`config.mk`:
```
export PLATFORM = sky130hd
export DESIGN_NAME = avalon_st_arbiter
export DESIGN_NICKNAME = d
export VERILOG_FILES = /design/src/rtl/avalon_st_arbiter.sv
export SDC_FILE = /design/constraint.sdc
export NUM_CORES = 1
export LEC_CHECK = 0
export ABC_CLOCK_PERIOD_IN_PS = 4800
export CAP_MARGIN = 20
export CELL_PAD_IN_SITES_DETAIL_PLACEMENT = 1
export CELL_PAD_IN_SITES_GLOBAL_PLACEMENT = 2
export CORE_ASPECT_RATIO = 1.1
export CORE_MARGIN = 3
export CORE_UTILIZATION = 25
export CTS_BUF_LIST = sky130_fd_sc_hd__clkbuf_8 sky130_fd_sc_hd__clkbuf_16
export CTS_CLUSTER_DIAMETER = 50
export DETAILED_ROUTE_END_ITERATION = 7
export PLACE_DENSITY_LB_ADDON = 0.15
export SLEW_MARGIN = 25
export SYNTH_ARGS = -nofsm -noshare
export SYNTH_HDL_FRONTEND = slang
export SYNTH_SLANG_ARGS = --single-unit
```
`constraint.sdc`:
```
create_clock -name clk -period 4.8 [get_ports clk]
set_clock_uncertainty 0.2 [all_clocks]
set_input_delay 0.96 -clock clk [delete_from_list [all_inputs] [get_ports clk]]
set_output_delay 0.96 -clock clk [all_outputs]
set_load 0.03 [all_outputs]
```
`src/rtl/avalon_st_arbiter.sv`:
```
// Four-source Avalon-ST round-robin arbiter with bounded bursts and a
// registered single-beat output stage.
module avalon_st_arbiter #(
  parameter int unsigned DATA_W    = 8,
  parameter int unsigned MAX_BURST = 4
) (
  input  logic                clk,
  input  logic                resetn,
  input  logic [3:0]          src_valid,
  input  logic [4*DATA_W-1:0] src_data,
  output logic [3:0]          src_ready,
  output logic                valid,
  input  logic                ready,
  output logic [DATA_W-1:0]   data,
  output logic [3:0]          grant,
  output logic                busy
);

  localparam logic [3:0] MaxBurstC = 4'(MAX_BURST);

  typedef enum logic [0:0] {StIdle, StBurst} state_e;

  state_e              state_q, state_d;
  logic [3:0]          grant_q, grant_d;
  logic [1:0]          last_q, last_d;
  logic [3:0]          count_q, count_d;
  logic                valid_q, valid_d;
  logic [DATA_W-1:0]   data_q, data_d;

  logic [1:0]          gidx;
  logic [DATA_W-1:0]   src_beat;
  logic                open;
  logic                xfer;
  logic                pick_found;
  logic [1:0]          pick_idx;
  logic [1:0]          cand;

  // Encode the one-hot owner and select its data lane.
  always_comb begin
    gidx     = 2'd0;
    src_beat = '0;
    for (int i = 0; i < 4; i++) begin
      if (grant_q[i]) begin
        gidx     = 2'(i);
        src_beat = src_data[i*DATA_W +: DATA_W];
      end
    end
  end

  assign open      = !valid_q || ready;
  assign xfer      = (state_q == StBurst) && open && src_valid[gidx];
  assign src_ready = grant_q & {4{open}};

  // Round-robin search starting just after the previous owner, wrapping.
  always_comb begin
    pick_found = 1'b0;
    pick_idx   = 2'd0;
    cand       = 2'd0;
    for (int k = 1; k <= 4; k++) begin
      cand = last_q + 2'(k);
      if (!pick_found && src_valid[cand]) begin
        pick_found = 1'b1;
        pick_idx   = cand;
      end
    end
  end

  // Next-state: arbitration, burst counting and release.
  always_comb begin
    state_d = state_q;
    grant_d = grant_q;
    last_d  = last_q;
    count_d = count_q;
    unique case (state_q)
      StIdle: begin
        if (pick_found) begin
          state_d = StBurst;
          grant_d = 4'b0001 << pick_idx;
          count_d = 4'd0;
        end
      end
      StBurst: begin
        if (xfer) begin
          count_d = count_q + 4'd1;
          if (count_q + 4'd1 == MaxBurstC) begin
            state_d = StIdle;
            grant_d = 4'b0000;
            last_d  = gidx;
          end
        end else if (open) begin
          // Owner went quiet while the sink could accept: give up the grant.
          state_d = StIdle;
          grant_d = 4'b0000;
          last_d  = gidx;
        end
      end
      default: begin
        state_d = StIdle;
        grant_d = 4'b0000;
      end
    endcase
  end

  // Output stage: loads only when open, otherwise holds the pending beat.
  always_comb begin
    valid_d = valid_q;
    data_d  = data_q;
    if (open) begin
      valid_d = xfer;
      if (xfer) begin
        data_d = src_beat;
      end
    end
  end

  // State registers; last starts at 3 so source 0 wins first.
  always_ff @(posedge clk or negedge resetn) begin
    if (!resetn) begin
      state_q <= StIdle;
      grant_q <= 4'b0000;
      last_q  <= 2'd3;
      count_q <= 4'd0;
      valid_q <= 1'b0;
      data_q  <= '0;
    end else begin
      state_q <= state_d;
      grant_q <= grant_d;
      last_q  <= last_d;
      count_q <= count_d;
      valid_q <= valid_d;
      data_q  <= data_d;
    end
  end

  assign valid = valid_q;
  assign data  = data_q;
  assign grant = grant_q;
  assign busy  = (state_q == StBurst);

endmodule

```
==> flow_summary.json <==
{
  "outcome": "finished clean",
  "clk_latency_ps": 260,
  "grt_max_degree": 25,
  "crit_path_start_kind": "input pin",
  "endpoint_kind": "output port",
  "synthCells": 130,
  "ys_ff_latch": 20,
  "synth_top_area_frac": 0.3579,
  "grt_busiest_layer": "met2",
  "final_common_cell": "clkdlybuf4s50_1",
  "syn-num-nets": 171,
  "max-vdd-ir-drop_mv": 0.2035,
  "grt_overflow_total": 0,
  "rsz0062_at_grt": "no",
  "post-route-util": 0.4007,
  "wirelength_mm": 4.172,
  "antenna_cells": 0,
  "syn_area_per_cell_um2": 9.682,
  "grt_first_pass_wirelength_mm": 6.824,
  "required_ps": 3640,
  "p_leak_nw": 0.7694,
  "grt_pass1_vias": 1348,
  "hold_viol_final": 0,
  "hp-class": "flip-flop to flip-flop",
  "layout_common_cells": "clkdlybuf4s50_1, dfrtp_1, a22oi_1",
  "path_max_fanout": 8,
  "htreeDepth": 1,
  "fp-row-count": 26,
  "syn_area_mm2": 0.001259,
  "crit_type": "input pin to output port",
  "final.period_utilization": 0.7637,
  "synth-simple-area-share": 0.1889,
  "gp_congestion": 0.7747,
  "clockRootBuffer": "clkbuf_8",
  "synthAdderAreaFrac": 0.01988,
  "vias": 1238,
  "area_delta_synth_final_pct": 51.19,
  "arrival_ps": 2510,
  "worstMarginPinSlew_ps": 838.0,
  "die_x_um": 73.66,
  "use_met1": 0.1950,
  "vias_per_cell": 5.158,
  "min_from": "data[7]$_DFFE_PN0P_",
  "fin_nets": 226,
  "cts_buffer_depth": 2,
  "slew_headroom": 0.4399,
  "synth.distinct_cells": 39,
  "numCtsBuffers": 3,
  "setup_tns_ps": 0,
  "layout.cells.non_filler": 240,
  "r2r_start": "grant[3]$_DFFE_PN0P_",
  "synth_xor_area_frac": 0,
  "numPlacedInstances": 236,
  "synthTopCellsByArea": "dfrtp_1, a22oi_1, mux2_1",
  "drc_errors": 0,
  "drv_slew": 0,
  "grt_use_met3": 0.02628,
  "post_cts_buffers": 0,
  "cts_hold_buf": 0,
  "port_buffers": 56,
  "cts_tree": "done",
  "initial_core_util": 0.2650,
  "synth-compound-area-share": 0.2326,
  "final_layout_size_suffix_gt1_frac": 0.05978,
  "ant_nets": 0,
  "period_needed_ps": 3666,
  "antenna_found_initial": 0,
  "cts.clk_slew.worst_paths_ps": 70,
  "dr.first_iter.drc_count": 47,
  "setup.worst_path.start": "ready",
  "synthMuxAreaShare": 0.1203,
  "synth_top_family_by_area": "compound AO/OA/AOI/OAI gates",
  "first_pass_iters": 4,
  "dp_hpwl_mm": 3.151,
  "yosysWarnings": 0,
  "cellPowerDensity_mw_per_mm2": 544.2,
  "nFillCells": 548,
  "yosysTopAreaCell": "dfrtp_1",
  "post_cts_resized": 0,
  "io_pins": 57,
  "dieHeight_um": 80.42,
  "grt_use_total": 0.1482,
  "fmax_mhz": 272.8,
  "cap_violations": 0,
  "hold_slack_ps": 290.6,
  "die-area_mm2": 0.005923,
  "clock_sinks": 20,
  "setup_viol": 0,
  "coreArea_mm2": 0.004750,
  "wl_per_cell_um": 17.38,
  "total_power_mw": 1.036,
  "use_met2": 0.2438,
  "ys_seq_area_frac": 0.3996
}
## metrics by stage
step / setup WS (ps) / instance area [um2]
final: 1134 / 1903
after global routing: 1025 / 1903
after CTS: 1125 / 1908
after detailed placement: 1128 / 1863
after global placement: 1137 / 1863
after floorplan: 2152 / 1259
## per-layer routing
| metal | vias to the layer above | part of all wire |
|---|---|---|
| met5 | - | 0 |
| met2 | 49 | 0.45 |
| met1 | 594 | 0.46 |
| met3 | 5 | 0.081 |
| met4 | 0 | 0.012 |
| li1 | 590 | - |
## flip-flops by register name (all words and copies together) (netlist names)
| signal | flops |
|---|---|
| valid | 1 |
| last_q | 2 |
| grant | 4 |
| busy | 1 |
| data | 8 |
| count_q | 4 |
## cell type report
cell class | instances | area, um2 | area share
Clock buffer | 3 | 41.29 | 0.02170
Timing Repair Buffer | 56 | 555.5 | 0.2919
Sequential cell | 20 | 503.0 | 0.2643
Clock inverter | 1 | 3.754 | 0.001972
Inverter | 6 | 22.52 | 0.01183
Multi-Input combinational cell | 98 | 706.9 | 0.3715
Tap cell | 56 | 70.07 | 0.03682
## report_power, final
part           internal (mW)  total, mW  leakage [nW]  switching (mW)
clock                 0.0571      0.115        0.0269          0.0583
combinational          0.267      0.590         0.488           0.324
sequential             0.237      0.330         0.255          0.0931
## worst paths after layout
kind	end	slack, ps	cells past startpoint
max reg2reg	data[4]$_DFFE_PN0P_	1990	4
max	src_ready[1]	1130	4
min reg2reg	data[7]$_DFFE_PN0P_	290	1
min	data[7]$_DFFE_PN0P_	290	1
max in group asynchronous	last_q[1]$_DFFE_PN1P_	3600	1
min in group asynchronous	busy$_DFF_PN0_	440	1
## critical path: stages
cell	delay, ps
clkdlybuf4s50_1	440
nand2b_1	250
and2_1	180
clkdlybuf4s50_1	670
## Yosys cell counts
cell and count:
or2_1 1, a221oi_4 1, clkbuf_1 5, mux2_2 1, o22ai_1 1, nand3_1 4
and2_0 1, o22ai_2 1, nand3b_1 3, nand2b_1 3, and3b_1 1, inv_1 6
a221oi_1 1, mux2_1 8, a41oi_1 1, nor3_1 1, a21oi_1 2, a21o_1 1
a31oi_1 1, dfstp_2 2, o21ai_0 9, nor4b_2 1, nor2_1 4, o32ai_1 1
nor3b_1 2, o211ai_1 1, dfrtp_1 18, buf_4 1, nor4_1 1, and2_1 5
ha_1 2, o2bb2ai_1 2, a22oi_1 15, and3_1 1, a21bo_2 1, mux2i_1 5
nand2_1 13, nor2b_1 2, o21ai_1 1
## cells by family after synthesis
family          after synthesis
fa+ha+maj                     2
flops                        20
buf+inv                      12
compound gates               39
mux                          14
simple gates                 43
(Power assumes the default switching activity.)
